[src/rtl/tap_scan_ctrl_pkg.sv]
// Shared TAP definitions: IEEE 1149.1 state encodings, instruction opcodes,
// IR capture pattern and data-register select codes.
package tap_scan_ctrl_pkg;

  typedef enum logic [3:0] {
    TAP_EXIT2_DR = 4'h0,
    TAP_EXIT1_DR = 4'h1,
    TAP_SHIFT_DR = 4'h2,
    TAP_PAUSE_DR = 4'h3,
    TAP_SEL_IR   = 4'h4,
    TAP_UPD_DR   = 4'h5,
    TAP_CAP_DR   = 4'h6,
    TAP_SEL_DR   = 4'h7,
    TAP_EXIT2_IR = 4'h8,
    TAP_EXIT1_IR = 4'h9,
    TAP_SHIFT_IR = 4'hA,
    TAP_PAUSE_IR = 4'hB,
    TAP_RTI      = 4'hC,
    TAP_UPD_IR   = 4'hD,
    TAP_CAP_IR   = 4'hE,
    TAP_TLR      = 4'hF
  } tap_state_e;

  localparam logic [3:0] OP_EXTEST  = 4'b0000;
  localparam logic [3:0] OP_SAMPLE  = 4'b0001;
  localparam logic [3:0] OP_IDCODE  = 4'b0010;
  localparam logic [3:0] OP_INTSCAN = 4'b0100;

  localparam logic [1:0] IR_CAPTURE = 2'b01;

  typedef enum logic [1:0] {
    DR_BSCAN,
    DR_INT,
    DR_ID,
    DR_BYP
  } dr_sel_e;

endpackage

[src/rtl/tap_scan_ctrl_fsm.sv]
// IEEE 1149.1 16-state TAP controller, advanced by tms on each rising clock.
module tap_fsm
  import tap_scan_ctrl_pkg::*;
(
  input  logic       clock,
  input  logic       rst_l,
  input  logic       tms,
  output tap_state_e state
);

  tap_state_e state_q, state_d;

  always_ff @(posedge clock or negedge rst_l) begin
    if (!rst_l) state_q <= TAP_TLR;
    else        state_q <= state_d;
  end

  always_comb begin
    state_d = state_q;
    unique case (state_q)
      TAP_TLR:      state_d = tms ? TAP_TLR      : TAP_RTI;
      TAP_RTI:      state_d = tms ? TAP_SEL_DR   : TAP_RTI;
      TAP_SEL_DR:   state_d = tms ? TAP_SEL_IR   : TAP_CAP_DR;
      TAP_CAP_DR:   state_d = tms ? TAP_EXIT1_DR : TAP_SHIFT_DR;
      TAP_SHIFT_DR: state_d = tms ? TAP_EXIT1_DR : TAP_SHIFT_DR;
      TAP_EXIT1_DR: state_d = tms ? TAP_UPD_DR   : TAP_PAUSE_DR;
      TAP_PAUSE_DR: state_d = tms ? TAP_EXIT2_DR : TAP_PAUSE_DR;
      TAP_EXIT2_DR: state_d = tms ? TAP_UPD_DR   : TAP_SHIFT_DR;
      TAP_UPD_DR:   state_d = tms ? TAP_SEL_DR   : TAP_RTI;
      TAP_SEL_IR:   state_d = tms ? TAP_TLR      : TAP_CAP_IR;
      TAP_CAP_IR:   state_d = tms ? TAP_EXIT1_IR : TAP_SHIFT_IR;
      TAP_SHIFT_IR: state_d = tms ? TAP_EXIT1_IR : TAP_SHIFT_IR;
      TAP_EXIT1_IR: state_d = tms ? TAP_UPD_IR   : TAP_PAUSE_IR;
      TAP_PAUSE_IR: state_d = tms ? TAP_EXIT2_IR : TAP_PAUSE_IR;
      TAP_EXIT2_IR: state_d = tms ? TAP_UPD_IR   : TAP_SHIFT_IR;
      TAP_UPD_IR:   state_d = tms ? TAP_SEL_DR   : TAP_RTI;
      default:      state_d = TAP_TLR;
    endcase
  end

  always_comb begin
    state = state_q;
  end

endmodule

[src/rtl/tap_scan_ctrl.sv]
// JTAG TAP with IR decode, bypass/ID registers and boundary/internal scan controls.
// Build macro TAP_IDCODE_EN adds the 32-bit ID register and the IDCODE instruction.
module tap_scan_ctrl
  import tap_scan_ctrl_pkg::*;
#(
  parameter int unsigned IR_W       = 4,
  parameter logic [31:0] IDCODE_VAL = 32'h0000_0001
) (
  input  logic            clock,
  input  logic            rst_l,
  input  logic            tms,
  input  logic            tdi,
  input  logic            bs_so,
  input  logic            sc_so,
  output logic            tdo,
  output logic            tdo_oe,
  output logic            bs_capture,
  output logic            bs_shift,
  output logic            bs_update,
  output logic            bs_en,
  output logic            sc_sel,
  output logic            sc_capture,
  output logic [IR_W-1:0] ir
);

`ifdef TAP_IDCODE_EN
  localparam logic [IR_W-1:0] IR_RST = IR_W'(OP_IDCODE);
`else
  localparam logic [IR_W-1:0] IR_RST = '1;
`endif

  if (IDCODE_VAL[0] != 1'b1) begin : g_idcode_lsb_chk
    $error("tap_scan_ctrl: IDCODE_VAL[0] must be 1");
  end

  tap_state_e      state;
  dr_sel_e         dr_sel;
  logic            dr_so;
  logic            id_bit;
  logic [IR_W-1:0] ir_q, ir_d, ir_sr_q, ir_sr_d;
  logic            bypass_q, bypass_d, tdo_q, tdo_d, tdo_oe_q, tdo_oe_d;

  tap_fsm u_fsm (
    .clock (clock),
    .rst_l (rst_l),
    .tms   (tms),
    .state (state)
  );

  always_comb begin
    dr_sel = DR_BYP;
    if (ir_q == IR_W'(OP_EXTEST) || ir_q == IR_W'(OP_SAMPLE)) dr_sel = DR_BSCAN;
    else if (ir_q == IR_W'(OP_INTSCAN))                      dr_sel = DR_INT;
`ifdef TAP_IDCODE_EN
    else if (ir_q == IR_W'(OP_IDCODE))                       dr_sel = DR_ID;
`endif
  end

  always_comb begin
    dr_so = bypass_q;
    unique case (dr_sel)
      DR_BSCAN: dr_so = bs_so;
      DR_INT:   dr_so = sc_so;
      DR_ID:    dr_so = id_bit;
      default:  dr_so = bypass_q;
    endcase
  end

`ifdef TAP_IDCODE_EN
  logic [31:0] id_sr_q, id_sr_d;

  always_comb begin
    id_sr_d = id_sr_q;
    if (state == TAP_TLR) id_sr_d = '0;
    else if (dr_sel == DR_ID && state == TAP_CAP_DR)   id_sr_d = IDCODE_VAL;
    else if (dr_sel == DR_ID && state == TAP_SHIFT_DR) id_sr_d = {tdi, id_sr_q[31:1]};
  end

  always_ff @(posedge clock or negedge rst_l) begin
    if (!rst_l) id_sr_q <= '0;
    else        id_sr_q <= id_sr_d;
  end

  always_comb id_bit = id_sr_q[0];
`else
  always_comb id_bit = 1'b0;
`endif

  // TLR rewrites the same values as rst_l so a tms-driven reset is indistinguishable
  always_comb begin
    ir_d     = ir_q;
    ir_sr_d  = ir_sr_q;
    bypass_d = bypass_q;
    tdo_d    = 1'b0;
    tdo_oe_d = 1'b0;
    unique case (state)
      TAP_TLR: begin
        ir_d     = IR_RST;
        ir_sr_d  = '0;
        bypass_d = 1'b0;
      end
      TAP_CAP_IR: ir_sr_d = IR_W'(IR_CAPTURE);
      TAP_SHIFT_IR: begin
        tdo_d    = ir_sr_q[0];
        tdo_oe_d = 1'b1;
        ir_sr_d  = {tdi, ir_sr_q[IR_W-1:1]};
      end
      TAP_UPD_IR: ir_d = ir_sr_q;
      TAP_CAP_DR: if (dr_sel == DR_BYP) bypass_d = 1'b0;
      TAP_SHIFT_DR: begin
        tdo_d    = dr_so;
        tdo_oe_d = 1'b1;
        if (dr_sel == DR_BYP) bypass_d = tdi;
      end
      default: ;
    endcase
  end

  always_ff @(posedge clock or negedge rst_l) begin
    if (!rst_l) begin
      ir_q     <= IR_RST;
      ir_sr_q  <= '0;
      bypass_q <= 1'b0;
      tdo_q    <= 1'b0;
      tdo_oe_q <= 1'b0;
    end else begin
      ir_q     <= ir_d;
      ir_sr_q  <= ir_sr_d;
      bypass_q <= bypass_d;
      tdo_q    <= tdo_d;
      tdo_oe_q <= tdo_oe_d;
    end
  end

  always_comb begin
    bs_capture = 1'b0;
    bs_shift   = 1'b0;
    bs_update  = 1'b0;
    sc_capture = 1'b0;
    sc_sel     = 1'b0;
    unique case (dr_sel)
      DR_BSCAN: begin
        bs_capture = (state == TAP_CAP_DR) || (state == TAP_SHIFT_DR);
        bs_shift   = (state == TAP_SHIFT_DR);
        bs_update  = (state == TAP_UPD_DR);
      end
      DR_INT: begin
        sc_capture = (state == TAP_CAP_DR) || (state == TAP_SHIFT_DR);
        sc_sel     = (state == TAP_SHIFT_DR);
      end
      default: ;
    endcase
    bs_en  = (ir_q == IR_W'(OP_EXTEST));
    tdo    = tdo_q;
    tdo_oe = tdo_oe_q;
    ir     = ir_q;
  end

endmodule
[config.mk]
export PLATFORM = sky130hd
export DESIGN_NAME = tap_scan_ctrl
export DESIGN_NICKNAME = d
export VERILOG_FILES = /design/src/rtl/tap_scan_ctrl_pkg.sv /design/src/rtl/tap_scan_ctrl_fsm.sv /design/src/rtl/tap_scan_ctrl.sv
export SDC_FILE = /design/constraint.sdc
export NUM_CORES = 1
export LEC_CHECK = 0
export ABC_AREA = 1
export BUFFER_PORTS_ARGS = -buffer_cell sky130_fd_sc_hd__buf_4
export CORE_MARGIN = 2
export CORE_UTILIZATION = 40
export CTS_CLUSTER_SIZE = 8
export DETAILED_ROUTE_END_ITERATION = 7
export SYNTH_ARGS = -nofsm -noshare
export SYNTH_HDL_FRONTEND = slang
export SYNTH_SLANG_ARGS = --single-unit
[constraint.sdc]
create_clock -name clock -period 2.65 [get_ports clock]
set_input_delay 0.53 -clock clock [delete_from_list [all_inputs] [get_ports clock]]
set_output_delay 0.53 -clock clock [all_outputs]
set_load 0.01 [all_outputs]
==> metrics.md, run 1 <==
| Metric | Value |
|---|---|
| Status | `complete, no violations` |
| Setup Buffers After CTS | `0` |
| Total track usage | `16.3%` |
| R2r setup slk | `1370 ps` |
| Num ports | `18` |
| Hold-fix buffers, CTS | `0` |
| Worst Path Arrival | `1470 ps` |
| Largest net degree at the start of global routing | `16` |
| DRC Markers | `0` |
| Commonest cells after routing, fill and taps aside | `nand2_1 (26), nor2_1 (24), inv_1 (20)` |
| Syn Area/Cell | `7.14 µm²` |
| Final Max Tran Viols | `0` |
| Mapped cell area | `878 µm²` |
| Placed Area | `0.00102 mm²` |
| WS Path Type | `reg -> out` |
| Final Non-Filler Cells | `169` |
| Port bufs | `17` |
| Crit path required time | `2120 ps` |
| CTS tree | `yes` |
| Slew @ Worst Pin | `282 ps` |
| Rel. slew slack | `81.0%` |
| Area Overhead vs Synth | `19.7%` |
| WL per Instance | `11.4 µm` |
| Worst skew pair latency | `280 ps` |
| PD cells | `1110 mW/mm²` |
| Die width | `50.9 µm` |
| Maxcap violations | `0` |
| Vias in the first global route | `765` |
| Vias post-DR | `835` |
| Total global routing overflow | `0` |
| Hold Vio Cnt, Final | `0` |
| Post_cts resized | `0` |
| Htree depth | `1` |
| Clk_skew | `5.61 ps` |
| Post-DP HPWL | `1.53 mm` |
| Max Freq | `499 MHz` |
| Violation count after the first detailed-routing iteration | `20` |
| Worst hold path type | `in -> async` |
| Netlist cell types | `21` |
| Via-per-instance ratio | `4.94` |
| RSZ-0062 raised after global routing | `no` |
| Layout cell share with drive strength beyond 1 | `27.5%` |
| NumNets Final | `149` |
| Die area | `0.00259 mm²` |
| Worst Path Max Fanout | `7` |
| Register area share after synthesis | `43.9%` |
| Minimum clock period | `2000 ps` |
| Final instance area | `0.00105 mm²` |
| Setup crit end kind | `output pin` |
| Final setup vio count | `0` |
| Yosys synthesis warning count | `0` |
| First-pass GRT wire length | `3.22 mm` |
| Worst ir drop on vdd | `0.000516 V` |
| Most common cell after layout, fill and taps aside | `nand2_1` |
| CTS root buf | `clkbuf_4` |
| Final Cycle Share | `75.5%` |
| Core ar. | `0.00202 mm²` |
| CTS Buffer Depth | `2` |
| Row count | `16` |
| Initial Utilization | `43.4%` |
| Antenna cells | `0` |
| Gate Count Post-Synth | `123` |
| CTS Buf Count | `3` |
| Remaining antenna violation count | `0` |
| Setup TNS | `0 ps` |
| TritonRoute pass-1 iters | `4` |
| CTS clk-pin slew, worst paths | `100 ps` |
| Placed cell count | `165` |
| Die H | `50.9 µm` |
| Worst setup SP type | `flop` |
| Syn Nets | `129` |
| GP Congestion | `0.908` |
| Initial antenna violation count | `0` |
| Num Clock Sinks | `15` |
| Post-synthesis register bit count | `15` |
| Drt total wl | `1.93 mm` |
| P_leak | `0.571 nW` |
layer usage:
| layer | global-route usage (%) | vias up | wire length [µm] |
|---|---|---|---|
| met5 | 0 | - | 0 |
| met4 | 4.50 | 0 | 0 |
| met3 | 2.34 | 0 | 100 |
| met2 | 25.9 | 26 | 849 |
| met1 | 23.2 | 384 | 976 |
| li1 | - | 425 | - |
worst max-delay path, stage by stage, from the launching register on:
cell	delay, ps
dfstp_2	610
nand2_2	120
nor2_2	180
inv_2	70
nor2_1	100
buf_4	120
power breakdown:
| group | internal, mW | total (mW) | leakage (nW) | switching [mW] |
|---|---|---|---|---|
| registers | 0.380 | 0.485 | 0.178 | 0.105 |
| logic | 0.202 | 0.553 | 0.374 | 0.351 |
| clock network | 0.0559 | 0.131 | 0.0177 | 0.0751 |
stage by stage:
| step | power, mW | hold slack, ps | utilization [%] | setup slack, ps |
|---|---|---|---|---|
| floorplan | 0.874 | 234 | - | 1070 |
| global placement | 1.03 | 393 | 50.6 | 986 |
| detailed placement | 1.04 | 394 | 50.6 | 953 |
| CTS | 1.17 | 78.2 | 52.0 | 637 |
| global route | 1.28 | 77.3 | 52.0 | 515 |
| finish | 1.17 | 79.3 | 52.0 | 648 |
worst paths after layout:
path / from / endpoint / cells after the start
worst min-delay path: rst_l / bypass_q / 1
worst min register to register: ir[1] / ir[1] / 2
worst max register to register: u_fsm.state[3] / ir_sr_q[3] / 5
worst max-delay path: u_fsm.state[1] / sc_sel / 5
min in group clock: tms / u_fsm.state[0] / 3
max in group asynchronous: rst_l / u_fsm.state[3] / 1
flip-flops by register name, summed over array words and instances (netlist names):
register / cells
tdo: 1
tdo_oe: 1
bypass_q: 1
u_fsm.state: 4
ir: 4
ir_sr_q: 4
cells in the mapped netlist (all sizes together):
cell    count  area, µm²
nand2      29        121
nor2       26        103
inv        23       86.3
dfstp       8        210
nand3       8       45.0
dfrtp       7        175
a21oi       5       25.0
o21ai       4       23.8
o22ai       4       25.0
nand4       3       18.8
o211ai      2       15.0
buf         1       11.3
clkbuf      1       5.00
nand3b      1       7.51
nor4        1       6.26
logic make-up (layout without fill, tap and decap cells):
logic type / after synthesis / after routing / share of synthesized area [%]
flops: 15 / 15 / 43.9
compound gates: 15 / 15 / 10.1
buf+inv: 25 / 44 / 11.7
simple gates: 68 / 68 / 34.3
layout make-up:
class	count	area (µm²)
inverters	23	86.3
fillers	206	971
clock inverters	1	5.00
flip-flops and latches	15	385
repair buffers	17	128
multi-input cells	83	390
well taps	27	33.8
clock buffers	3	22.5
No activity file was read; power rests on OpenSTA's default activity.
==> inputs of run 2 (changes only) <==
==> constraint.sdc (replaced) <==
create_clock -name clock -period 1.8 [get_ports clock]
set_input_delay 0.36 -clock clock [delete_from_list [all_inputs] [get_ports clock]]
set_output_delay 0.36 -clock clock [all_outputs]
set_load 0.01 [all_outputs]
==> run 2 against run 1 <==
Effect of this change: first-iteration DRC count is 25% lower; worst setup slack got worse by 580 ps; utilization increased by 3.7 points.
==> metrics.md, run 2 (synthesis results as in run 1) <==
| Metric | Value |
|---|---|
| Status | `complete, no violations` |
| Final Max Tran Viols | `0 (unchanged)` |
| Final Cycle Share | `96.0%` |
| Hold Path Depth | `3` |
| WS Path Type | `reg -> out` |
| Maxcap violations | `0 (unchanged)` |
| CTS root buf | `clkbuf_4` |
| Num ports | `18 (unchanged)` |
| Met1 Usage GRT | `23.6% (+0.37 points)` |
| CTS tree | `yes` |
| Port bufs | `17 (unchanged)` |
| Violation count after the first detailed-routing iteration | `15 (-25%)` |
| CTS Buf Count | `3 (unchanged)` |
| Via-per-instance ratio | `4.77 (-3.5%)` |
| Placed cell count | `165 (unchanged)` |
| Initial Utilization | `43.4% (unchanged)` |
| Drt total wl | `1.98 mm (+2.6%)` |
| Total global routing overflow | `0 (unchanged)` |
| Met3 Use GR | `2.05% (-0.29 points)` |
| PD cells | `1660 mW/mm² (+49%)` |
| GP Congestion | `0.908 (unchanged)` |
| Minimum clock period | `1730 ps` |
| Clk_skew | `6.14 ps (+0.530 ps)` |
| Layout cell share with drive strength beyond 1 | `35.8% (+8.3 points)` |
| Remaining antenna violation count | `0 (unchanged)` |
| Max Freq | `579 MHz` |
| Vias in the first global route | `773 (+1.0%)` |
| TritonRoute pass-1 iters | `4 (unchanged)` |
| WL per Instance | `11.3 µm (-0.87%)` |
| Die width | `50.9 µm (unchanged)` |
| Die area | `0.00259 mm² (unchanged)` |
| Crit path required time | `1440 ps (-680 ps)` |
| Num Clock Sinks | `15 (unchanged)` |
| Commonest cells after routing, fill and taps aside | `nand2_1 (25), buf_4 (22), nor2_1 (21)` |
| Worst hold path type | `in -> reg` |
| Initial antenna violation count | `0 (unchanged)` |
| NumNets Final | `155 (+4.0%)` |
| Final setup vio count | `0 (unchanged)` |
| Row count | `16 (unchanged)` |
| Worst Path Arrival | `1370 ps (-100 ps)` |
| Worst ir drop on vdd | `0.000766 V (+49%)` |
| Core ar. | `0.00202 mm² (unchanged)` |
| Largest net degree at the start of global routing | `16 (unchanged)` |
| Most common cell after layout, fill and taps aside | `nand2_1` |
| Die H | `50.9 µm (unchanged)` |
| Htree depth | `1 (unchanged)` |
| Area of the multi-input gates | `417 µm² (+6.7%)` |
| CTS clk-pin slew, worst paths | `90 ps (about the same)` |
| Total track usage | `16.4% (+0.13 points)` |
| Rel. slew slack | `80.3% (-0.69 points)` |
| Final Non-Filler Cells | `175 (+3.6%)` |
| Area Overhead vs Synth | `28.1%` |
| Fin worst setup slack | `72.5 ps (-576 ps)` |
| Slew @ Worst Pin | `292 ps (+10.3 ps)` |
| Reg2Reg Depth | `6 (+1)` |
| Hold Vio Cnt, Final | `0 (unchanged)` |
| Worst setup SP type | `flop` |
| DRC Markers | `0 (unchanged)` |
| Storage element area | `385 µm² (unchanged)` |
| First-pass GRT wire length | `3.24 mm (+0.87%)` |
| CTS Buffer Depth | `2 (unchanged)` |
| Antenna cells | `0 (unchanged)` |
| GRT Max-Usage Layer | `met2` |
| Setup WS pre-CTS | `273 ps (-680 ps)` |
| P_leak | `0.600 nW (+5.1%)` |
| Post-DP HPWL | `1.53 mm (unchanged)` |
| Setup crit end kind | `output pin` |
| Worst skew pair latency | `280 ps (about the same)` |
| Vias post-DR | `834 (-0.12%)` |
| M2 GR Usage | `26.1% (+0.22 points)` |
| Fill cells | `203 (-1.5%)` |
| Worst Path Max Fanout | `9 (+2)` |
run 2: cell count changes in the layout (fill, tap and decap cells not counted), sizes merged:
cell / before / now
dlygate4sd3: 0 / 1
buf: 17 / 22
run 2: path summary, 6_finish.rpt:
path                            slack, ps        endpoint      startpoint
worst max register to register        460      ir_sr_q[3]  u_fsm.state[3]
worst min-delay path                  350  u_fsm.state[0]             tms
max in group asynchronous            1090  u_fsm.state[3]           rst_l
worst max-delay path                   70          sc_sel  u_fsm.state[2]
worst min register to register        510           ir[3]           ir[3]
min in group asynchronous             460        bypass_q           rst_l
run 2: what timing repair did:
action                                  4_1_cts  5_1_grt
hold endpoints to repair                      7        0
gates resized for setup                       0       11
setup buffers                                 1        4
hold buffers                                  1        0
endpoints found under the setup margin        4        5
pin swaps                                     0        2
run 2: worst max-delay path: stages (launching register included):
cell	delay, ps
dfstp_2	600
inv_2	100
nand2_2	100
nor2_4	50
inv_2	70
nor2_1	50
buf_4	130
run 2: layout make-up:
type                            instances  area share, %
Sequential cell                        15           34.3
Inverter                               23           7.68
Multi-Input combinational cell         83           37.0
Timing Repair Buffer                   23           15.6
Clock buffer                            3           2.00
Clock inverter                          1          0.445
Tap cell                               27           3.00
run 2: through the flow:
step / total power, mW / setup TNS [ps] / util, % / hold WS (ps) / cell area (µm²)
finish: 1.86 / 0 / 55.6 / 346 / 1120
CTS: 1.74 / 0 / 52.8 / 339 / 1070
floorplan: 1.29 / 0 / - / 64.4 / 878
global route: 2.03 / -14.9 / 55.6 / 334 / 1120
detailed placement: 1.53 / 0 / 50.6 / 224 / 1020
global placement: 1.52 / 0 / 50.6 / 223 / 1020
run 2: report_power, final:
part	internal (mW)	switching, mW	leakage [nW]	total (mW)
Clock	0.0824	0.109	0.0177	0.192
Sequential	0.559	0.136	0.178	0.695
Combinational	0.381	0.595	0.404	0.976
Total	1.02	0.840	0.600	1.86
run 2: metal layers:
metal | wire length [µm] | share of wire, %
met1 | 997 | 50
met2 | 919 | 46
met3 | 60 | 3.0
met4 | 0 | 0
met5 | 0 | 0
